==> src/rtl/shift_scheduler.sv <==
// shift_scheduler: two-requester round-robin job scheduler driving an 8-bit
// rotate engine. Each granted job rotates its operand reps+1 times, emitting
// one registered result per step.
module shift_scheduler (
    input  logic       clk,
    input  logic       reset_n,
    input  logic       req0,
    input  logic       req1,
    input  logic [7:0] a0,
    input  logic [7:0] a1,
    input  logic [2:0] amt0,
    input  logic [2:0] amt1,
    input  logic       lr0,
    input  logic       lr1,
    input  logic [1:0] reps0,
    input  logic [1:0] reps1,
    output logic       ack0,
    output logic       ack1,
    output logic       busy,
    output logic [7:0] y,
    output logic       valid,
    output logic       last,
    output logic       id
);

    localparam int unsigned DW = 8;
    localparam int unsigned AW = 3;
    localparam int unsigned RW = 2;

    typedef enum logic {
        IDLE = 1'b0,
        RUN  = 1'b1
    } state_e;

    state_e          state_q, state_d;
    logic            ptr_q, ptr_d;
    logic            owner_q, owner_d;
    logic [DW-1:0]   work_q, work_d;
    logic [AW-1:0]   amt_q, amt_d;
    logic            lr_q, lr_d;
    logic [RW-1:0]   cnt_q, cnt_d;
    logic [DW-1:0]   y_q, y_d;
    logic            valid_q, valid_d;
    logic            last_q, last_d;
    logic            ack0_q, ack0_d;
    logic            ack1_q, ack1_d;
    logic            busy_q, busy_d;
    logic            id_q, id_d;

    logic            grant_c;
    logic [DW-1:0]   rot_c;

    // Rotate by doubling the word so the wrapped bits fall into the kept half.
    function automatic logic [DW-1:0] rotate(input logic [DW-1:0] x,
                                             input logic [AW-1:0] n,
                                             input logic          left);
        logic [2*DW-1:0] dbl;
        logic [2*DW-1:0] sh;
        dbl = {x, x};
        if (left) begin
            sh = dbl << n;
            return sh[2*DW-1:DW];
        end else begin
            sh = dbl >> n;
            return sh[DW-1:0];
        end
    endfunction

    // Requester picked when leaving IDLE: sole requester, else the pointer.
    always_comb begin
        grant_c = 1'b0;
        if (req0 && req1) begin
            grant_c = ptr_q;
        end else begin
            grant_c = req1;
        end
    end

    // One rotation step of the working register with the latched settings.
    always_comb begin
        rot_c = rotate(work_q, amt_q, lr_q);
    end

    // State register and all datapath/output registers.
    always_ff @(posedge clk or negedge reset_n) begin
        if (!reset_n) begin
            state_q <= IDLE;
            ptr_q   <= 1'b0;
            owner_q <= 1'b0;
            work_q  <= '0;
            amt_q   <= '0;
            lr_q    <= 1'b0;
            cnt_q   <= '0;
            y_q     <= '0;
            valid_q <= 1'b0;
            last_q  <= 1'b0;
            ack0_q  <= 1'b0;
            ack1_q  <= 1'b0;
            busy_q  <= 1'b0;
            id_q    <= 1'b0;
        end else begin
            state_q <= state_d;
            ptr_q   <= ptr_d;
            owner_q <= owner_d;
            work_q  <= work_d;
            amt_q   <= amt_d;
            lr_q    <= lr_d;
            cnt_q   <= cnt_d;
            y_q     <= y_d;
            valid_q <= valid_d;
            last_q  <= last_d;
            ack0_q  <= ack0_d;
            ack1_q  <= ack1_d;
            busy_q  <= busy_d;
            id_q    <= id_d;
        end
    end

    // Next-state and next-output logic: grant in IDLE, rotate once per RUN cycle.
    always_comb begin
        state_d = state_q;
        ptr_d   = ptr_q;
        owner_d = owner_q;
        work_d  = work_q;
        amt_d   = amt_q;
        lr_d    = lr_q;
        cnt_d   = cnt_q;
        y_d     = y_q;
        id_d    = id_q;
        valid_d = 1'b0;
        last_d  = 1'b0;
        ack0_d  = 1'b0;
        ack1_d  = 1'b0;

        unique case (state_q)
            IDLE: begin
                if (req0 || req1) begin
                    owner_d = grant_c;
                    ack0_d  = ~grant_c;
                    ack1_d  = grant_c;
                    if (grant_c) begin
                        work_d = a1;
                        amt_d  = amt1;
                        lr_d   = lr1;
                        cnt_d  = reps1;
                    end else begin
                        work_d = a0;
                        amt_d  = amt0;
                        lr_d   = lr0;
                        cnt_d  = reps0;
                    end
                    state_d = RUN;
                end
            end
            RUN: begin
                work_d  = rot_c;
                y_d     = rot_c;
                id_d    = owner_q;
                valid_d = 1'b1;
                if (cnt_q == RW'(0)) begin
                    last_d  = 1'b1;
                    ptr_d   = ~owner_q;
                    state_d = IDLE;
                end else begin
                    cnt_d = cnt_q - RW'(1);
                end
            end
            default: begin
                state_d = IDLE;
            end
        endcase

        busy_d = (state_d == RUN);
    end

    assign ack0  = ack0_q;
    assign ack1  = ack1_q;
    assign busy  = busy_q;
    assign y     = y_q;
    assign valid = valid_q;
    assign last  = last_q;
    assign id    = id_q;

endmodule
==> config.mk <==
export PLATFORM = sky130hd
export DESIGN_NAME = shift_scheduler
export DESIGN_NICKNAME = d
export VERILOG_FILES = /design/src/rtl/shift_scheduler.sv
export SDC_FILE = /design/constraint.sdc
export NUM_CORES = 1
export LEC_CHECK = 0
export BUFFER_PORTS_ARGS = -buffer_cell sky130_fd_sc_hd__buf_2
export CORE_UTILIZATION = 35
export DETAILED_ROUTE_END_ITERATION = 10
export GPL_TIMING_DRIVEN = 0
export REMOVE_ABC_BUFFERS = 1
export SKIP_CTS_REPAIR_TIMING = 1
export SYNTH_ARGS = -nofsm -noshare
export SYNTH_HDL_FRONTEND = slang
export SYNTH_SLANG_ARGS = --single-unit
==> constraint.sdc <==
create_clock -name clk -period 1.9 [get_ports clk]
set_input_delay 0.095 -clock clk [delete_from_list [all_inputs] [get_ports clk]]
set_output_delay 0.095 -clock clk [all_outputs]
set_load 0.05 [all_outputs]
==> metrics.txt, run 1 <==
Final Max Tran Viols 0; area growth from synthesis to layout 22.5%; die span in x 73.6 µm; FF-to-FF Start busy$_DFF_PN0_; clock period minus worst slack 1780 ps; Slowest cell on crit path dfrtp_2; count of different cell masters after synthesis 36; Tightest Hold Check Type primary input to flop; number of max-cap violations 0; register area share after synthesis 41.9%; Synth top cells by count 30 x dfrtp_1, 18 x mux2i_1, 18 x nand2_1; # IOs 46; # rows 25; top cell type's share of synthesized area 41.9%; Power Dens Cells 2020 mW/mm²; Post-synth EDFFs 0; Max Fclk 561 MHz; status finished clean; Worst-Skew Late Latency 280 ps; Final Hold Vio Count 0; Reg clk slew, reported paths 70 ps; Worst EP arrival 1950 ps; most area-consuming cells after synthesis dfrtp_1 42%, mux2i_1 10%, nand2_1 3.8%, o21ai_1 3.3%, mux2_1 3.1%; Peak VDD IR 750 µV; nets 258; DPL Wire Length 2840 µm; top cell type by total area after synthesis dfrtp_1; CTS Buf Count 5; layout cells sized above 1 31.4%; Syn Std Cell Area 0.00179 mm²; H-tree levels 2; vias in the first global route 1266; endpoints failing setup 0; DRC errors left 0; Setup Skew 4.80 ps; synthesis-stage register bit count 30; Filler cells 501; initial antenna violation count 0; Post-synth ARST share 100%; Via density 4.95; Core Util, Final 45.6%; Multi-input gate area 957 µm²; max_slew headroom 56.2%; drt pass-1 iters 4; Crit path required time 2070 ps; most numerous cell in the Yosys netlist dfrtp_1; CP max FO 24; Post-Syn Instances 180; Routed WL 3980 µm; FF-to-FF path depth 4; IO Port Bufs 45; CTS tree done; first-pass GRT wire length 6330 µm; clock root buffer clkbuf_8; starting density of the core 37.2%; reg2reg setup slack 120 ps; diode count 0; CTS max path bufs 2; Chip Height 73.6 µm; Setup WS pre-CTS -499 ps; worst slew pin tran 656 ps; antenna-violating nets left 0; sequence of cells on the critical path nor3_4, or2_2, a21oi_1, a311o_1; Tcrit/Tclk final 93.8%; Leak 1.04 nW; placed cell count 282; gpl congestion 0.857; FF+latch area 756 µm²; hold depth 3; Final Hold Slack 88.3 ps; initial drt markers 49; WHS Endpoint amt_q[2]$_DFFE_PN0P_; CTS sink count 30; All-Layer GR Usage 15.9%; Warnings, synthesis 0; reg2reg end cnt_q[0]$_DFFE_PN0P_; final cell count without fillers 293; Worst Hold Launch amt1[2]; crit path launch type flop; Vias 1451; CORE AREA 0.00482 mm²; RSZ-0062 raised after global routing no; largest net degree at the start of global routing 31; fin worst setup slack 118 ps; Mean Syn Cell Area 9.96 µm²; GRT Residual Overflow 0; Synth Flop Type dfrtp_1; Setup Crit Path Kind flop to flop; die area 0.00541 mm²; crit end category flop; wire length per cell 13.6 µm; CP max stage delay 590 ps; Final TNS setup 0 ps
cell families (layout without fill, tap and decap cells):
family          Yosys count  in the layout  share of synthesized area [%]
fa+ha+maj                 1              1                          0.698
flops                    30             30                           41.9
simple gates             52             52                           14.6
compound gates           46             46                           18.8
buf+inv                  21             67                           5.16
mux                      30             30                           18.8
worst max-delay path, delay by kind of cell (launching register included):
kind,cells,cell delay [ps]
AO/OA/AOI/OAI,2,430
AND/OR/NAND/NOR,2,650
flip-flops,1,590
state kept, by name (all words and copies together) (netlist names):
register and cells:
ack0 1, ack1 1, amt_q 3, busy 1, cnt_q 2, id 1
last 1, lr_q 1, owner_q 1, ptr_q 1, valid 1, work_q 8
y 8
how the worst max path moves through the flow:
| stage | from | to | slack, ps | cells past startpoint |
|---|---|---|---|---|
| 2_1_floorplan | busy$_DFF_PN0_ | cnt_q[0]$_DFFE_PN0P_ | -150 | 4 |
| 3_3_place_gp | busy$_DFF_PN0_ | cnt_q[0]$_DFFE_PN0P_ | -490 | 4 |
| 3_5_place_dp | busy$_DFF_PN0_ | cnt_q[0]$_DFFE_PN0P_ | -500 | 4 |
| 4_1_cts | busy$_DFF_PN0_ | cnt_q[0]$_DFFE_PN0P_ | -500 | 4 |
| 5_1_grt | busy$_DFF_PN0_ | cnt_q[0]$_DFFE_PN0P_ | 20 | 4 |
| 6_report | busy$_DFF_PN0_ | cnt_q[0]$_DFFE_PN0P_ | 120 | 4 |
routing by layer:
layer  track usage (%)  up-vias  part of all wire (%)
met5                 0        -                     0
met4              7.05        0                   1.8
met3              3.70        5                   4.2
met2              24.1       29                    47
met1              21.5      671                    47
li1                  -      746                     -
metrics by stage:
step | power (mW) | area [µm²]
after floorplan | 3.23 | 1740
after global placement | 3.77 | 2050
after detailed placement | 3.81 | 2050
after CTS | 4.46 | 2160
after global routing | 4.80 | 2200
final | 4.45 | 2200
cell usage in the layout (no fill, tap or decap), types with 2 or more instances in the layout:
cell	instances
clkinv_2	2
inv_1	11
a211o_1	2
o211ai_1	5
mux2i_1	18
o2bb2a_1	2
o21ai_2	2
nand3_1	5
a2111oi_0	2
buf_2	45
clkbuf_8	5
a21oi_1	2
o22ai_1	2
mux2_2	5
o21ai_1	12
mux2_1	5
mux4_2	2
nor3b_1	3
nor2_1	9
o211ai_2	2
buf_4	2
dfrtp_1	28
nor3_1	4
o221ai_1	2
o22a_1	4
a22oi_1	6
nor2b_1	5
nand2_1	17
nand2b_1	4
where the power goes:
group          switching (mW)  internal [mW]  leakage, nW  total (mW)
sequential              0.429          0.978        0.361        1.41
clock                   0.243          0.385       0.0579       0.629
combinational            1.42          0.994        0.622        2.41
total                    2.09           2.36         1.04        4.45
layout make-up:
type | instances | area share, %
multi-input cells | 129 | 43.6
flip-flops and latches | 30 | 34.4
repair buffers | 48 | 11.4
well taps | 67 | 3.82
clock buffers | 5 | 3.13
inverters | 11 | 1.88
clock inverters | 3 | 1.82
No activity file was read; power rests on OpenSTA's default activity.
==> run 2, diff against run 1 <==
CORE_UTILIZATION = 40   (was 35)
==> run 2 against run 1 <==
Against the previous run:
- global-route usage up 4.6 points
- non-clock buffer count grew 2
- largest cell class unchanged
- hold slack hardly changed
- combinational power increased by 2%
- clock power about the same
- fmax down 1.1%
- die area fell by 12%
- sequential power hardly changed
- setup slack lost 19 ps
==> metrics.txt, run 2 (synthesis results as in run 1) <==
status finished clean; die span in x 69.0 µm; DPL Wire Length 3210 µm; sequence of cells on the critical path mux2_1, o2bb2a_1, nand3_1, o22a_1, o211ai_1; Chip Height 69.0 µm; Via density 5.51; Vias 1532; most common cell after layout, fill and taps aside buf_2; Worst EP arrival 1960 ps; nets 260; Slowest cell on crit path dfrtp_4; first-pass GRT wire length 6990 µm; die area 0.00475 mm²; # rows 23; Final TNS setup 0 ps; DRC errors left 0; Final Hold Slack 88.8 ps; CP max stage delay 600 ps; Filler cells 399; max_slew headroom 53.7%; CTS sink count 30; Setup Crit Path Kind flop to flop; Setup Skew 7.99 ps; Final Hold Vio Count 0; CTS Buf Count 5; gpl congestion 0.798; CTS tree done; diode count 0; Multi-input gate area 952 µm²; drt pass-1 iters 4; starting density of the core 43.3%; GRT Residual Overflow 0; Worst path top cell family by delay flip-flops; initial drt markers 94; CP max FO 21; largest net degree at the start of global routing 31; layout cells sized above 1 31.6%; Max Fclk 555 MHz; Crit path required time 2050 ps; Routed WL 4330 µm; initial antenna violation count 0; commonest non-fill, non-tap cells in the layout 45 x buf_2, 28 x dfrtp_1, 18 x mux2i_1, 17 x nand2_1, 12 x o21ai_1; worst slew pin tran 695 ps; placed cell count 265; number of max-cap violations 0; Reg clk slew, reported paths 70 ps; Peak VDD IR 1170 µV; crit end category flop; antenna-violating nets left 0; endpoints failing setup 0; Final Instance Area 0.00219 mm²; Final Max Tran Viols 0; fin worst setup slack 98.6 ps; All-Layer GR Usage 20.5%; # IOs 46; CTS max path bufs 2; wire length per cell 15.6 µm; H-tree levels 2; Final Power 4.52 mW; DP Area 0.00203 mm²; FF+latch area 756 µm²; Tightest Hold Check Type primary input to flop; area growth from synthesis to layout 22.0%; Setup WS pre-CTS -374 ps; Leak 1.04 nW; clock root buffer clkbuf_8; IO Port Bufs 45; Core Util, Final 52.8%; Worst Path Buf+Inv 0; CORE AREA 0.00414 mm²; crit path launch type flop; Worst-Skew Late Latency 280 ps; RSZ-0062 raised after global routing no; clock period minus worst slack 1800 ps; vias in the first global route 1502; Tcrit/Tclk final 94.8%; final cell count without fillers 278; Power Dens Cells 2070 mW/mm²
[run 2: cell count changes in the layout (fill, tap and decap cells not counted), sizes merged]
cell	previous run	this run
clkbuf	5	6
buf	47	49
clkinvlp	0	1
clkinv	2	0
[run 2: cell type report]
type,count,area share [%]
multi-input combinational,129,43.5
tap,50,2.86
clock buffer,6,3.32
clock inverter,2,1.72
inverter,11,1.89
sequential,30,34.6
timing repair buffer,50,12.1
[run 2: tightest hold or removal path: stages]
cell	delay, ps
buf_2	70
mux2i_1	50
o21ai_1	100
[run 2: per-layer routing]
layer,share of wire [%],global-route usage (%),up-vias
met2,50,33.9,42
met1,45,26.4,737
met3,3.8,4.44,5
met5,0,0,-
met4,0.79,6.89,0
li1,-,-,748
[run 2: final timing paths]
kind | slack [ps] | from | to | cells after the start
min in group asynchronous | 400 | reset_n | cnt_q[1]$_DFFE_PN0P_ | 2
hold / removal | 90 | amt1[1] | amt_q[1]$_DFFE_PN0P_ | 3
setup reg to reg | 100 | amt_q[1]$_DFFE_PN0P_ | work_q[3]$_DFFE_PN0P_ | 5
hold reg to reg | 500 | owner_q$_DFFE_PN0P_ | ptr_q$_DFFE_PN0P_ | 1
max in group asynchronous | 980 | reset_n | amt_q[1]$_DFFE_PN0P_ | 2
setup / recovery | 100 | amt_q[1]$_DFFE_PN0P_ | work_q[3]$_DFFE_PN0P_ | 5
[run 2: where the power goes]
part           internal, mW  total, mW  switching [mW]
combinational         0.999       2.47            1.47
clock                 0.391      0.632           0.242
sequential            0.978       1.41           0.436
total                  2.37       4.52            2.15
==> run 3, diff against run 2 <==
ABC_AREA = 1   (was unset)
clock period = 2 ns   (was 1.9 ns; I/O delays follow)
==> run 3 against run 2 <==
Against the previous run:
- critical path depth rose by 3
- via count rose by 32%
- sequential power fell by 9%
- synthesized cell count rose by 61%
- power fell by 1.7%
- utilization fell by 4.3 points
- critical path type unchanged
==> metrics.txt, run 3 <==
status finished clean; Crit path required time 2210 ps; number of max-cap violations 0; crit end category flop; Vias 2017; Final Hold Vio Count 0; Crit. path cell count 8; Leak 1.22 nW; # rows 25; Worst path top cell family by delay flip-flops; gpl congestion 0.842; Worst EP arrival 1820 ps; nets 361; starting density of the core 41.8%; CTS max path bufs 2; first-pass GRT wire length 8440 µm; All-Layer GR Usage 21.0%; Max Fclk 622 MHz; Final TNS setup 0 ps; Setup Skew 4.05 ps; CTS tree done; Final Max Tran Viols 0; CTS sink count 30; most numerous cell in the Yosys netlist nand2_1; top cell type by total area after synthesis dfrtp_1; Synth top cells by count 105 x nand2_1, 57 x nand3_1, 30 x dfrtp_1; Worst Path Buf+Inv 1; most area-consuming cells after synthesis dfrtp_1 38%, nand2_1 20%, nand3_1 14%, o21ai_0 3.3%, nand2_2 2.8%; area growth from synthesis to layout 15.8%; RSZ-0062 raised after global routing no; count of different cell masters after synthesis 27; IO Port Bufs 45; worst slew pin tran 685 ps; Core Util, Final 48.5%; top cell type's share of synthesized area 37.7%; GRT Residual Overflow 0; Tightest Hold Check Type primary input to flop; CP max FO 17; vias in the first global route 1846; Post-Syn Instances 289; sequence of cells on the critical path inv_4, nand3_1, nand3_1, nand2_1, nand2_1, nand2_1, nand2_2, a21oi_2; most used cell, CP nand2_1; Worst-Skew Late Latency 280 ps; Via density 5.09; antenna-violating nets left 0; Tcrit/Tclk final 80.4%; Synth Flop Type dfrtp_1; endpoints failing setup 0; DPL Wire Length 3630 µm; commonest non-fill, non-tap cells in the layout 105 x nand2_1, 57 x nand3_1, 45 x buf_2, 29 x dfrtp_1, 15 x nor2_1; hold depth 3; Reg clk slew, reported paths 60 ps; synthesis-stage register bit count 30; initial drt markers 273; die span in x 72.5 µm; Post-synth ARST share 100%; initial antenna violation count 0; CP max stage delay 700 ps; Mean Syn Cell Area 6.88 µm²; layout cells sized above 1 24.0%; clock root buffer clkbuf_8; CTS Buf Count 5; diode count 0; register area share after synthesis 37.7%; crit path launch type flop; max_slew headroom 54.3%; largest net degree at the start of global routing 31; FF-to-FF path depth 8; Power Dens Cells 1930 mW/mm²; DRC errors left 0; # IOs 46; die area 0.00526 mm²; Slowest cell on crit path dfrtp_1; wire length per cell 12.6 µm; Chip Height 72.5 µm; Syn Std Cell Area 0.00199 mm²; H-tree levels 2; Post-synth EDFFs 0; clock period minus worst slack 1610 ps; drt pass-1 iters 4; Peak VDD IR 1030 µV; Warnings, synthesis 0; Routed WL 4970 µm; CORE AREA 0.00475 mm²; most common cell after layout, fill and taps aside nand2_1; Setup Crit Path Kind flop to flop
-- run 3: cell count changes in the layout (fill, tap and decap cells not counted), sizes merged, moves of 10 or more --
| cell | change |
|---|---|
| mux2 | -10 |
| mux2i | -18 |
| nand2 | +96 |
| nand3 | +52 |
| nor2 | +10 |
-- run 3: path summary, 6_finish.rpt --
kind	from	end	slack [ps]
max reg2reg	amt_q[1]$_DFFE_PN0P_	work_q[2]$_DFFE_PN0P_	390
max in group asynchronous	reset_n	busy$_DFF_PN0_	1130
min	amt0[2]	amt_q[2]$_DFFE_PN0P_	80
min in group asynchronous	reset_n	last$_DFF_PN0_	400
min reg2reg	y[5]$_DFFE_PN0P_	y[5]$_DFFE_PN0P_	480
max	amt_q[1]$_DFFE_PN0P_	work_q[2]$_DFFE_PN0P_	390
-- run 3: where the power goes --
group	switching, mW	internal, mW	total [mW]
sequential	0.373	0.908	1.28
clock	0.225	0.277	0.502
combinational	1.78	0.878	2.66
-- run 3: logic make-up (layout without fill, tap and decap cells) --
kind of cell / count (synthesis) / count (layout) / synth area share, %
AO/OA/AOI/OAI: 30 / 30 / 8.74
adder cells (fa/ha/maj): 1 / 1 / 0.629
buffers and inverters: 32 / 72 / 8.99
flip-flops: 30 / 30 / 37.7
AND/OR/NAND/NOR: 196 / 196 / 43.9
-- run 3: stage by stage --
step | setup slack (ps) | cells | hold slack, ps | cell area [µm²] | power (mW)
floorplan | 271 | 275 | -196 | 1890 | 3.30
global placement | 164 | 387 | 178 | 2200 | 3.91
detailed placement | 149 | 387 | 179 | 2200 | 3.94
CTS | 127 | 395 | -127 | 2290 | 4.46
global route | 202 | 396 | 89.8 | 2300 | 4.91
finish | 392 | 396 | 79.2 | 2300 | 4.44
-- run 3: area by class of cell --
cell class | count | area (µm²)
timing repair buffer | 46 | 235
inverter | 18 | 77.6
tap | 67 | 83.8
fill | 514 | 2450
sequential | 30 | 752
multi-input combinational | 227 | 1060
clock inverter | 1 | 5.00
clock buffer | 7 | 86.3
-- run 3: per-layer routing --
layer | global-route usage, % | up-vias | wire length [µm]
li1 | - | 1024 | -
met1 | 27.8 | 924 | 2400
met2 | 32.8 | 59 | 2300
met3 | 4.31 | 10 | 176
met4 | 10.2 | 0 | 95
met5 | 0 | - | 0
-- run 3: worst min-delay path, cell delays in order --
cell	delay [ps]
buf_2	70
nor2_1	30
o22ai_1	100
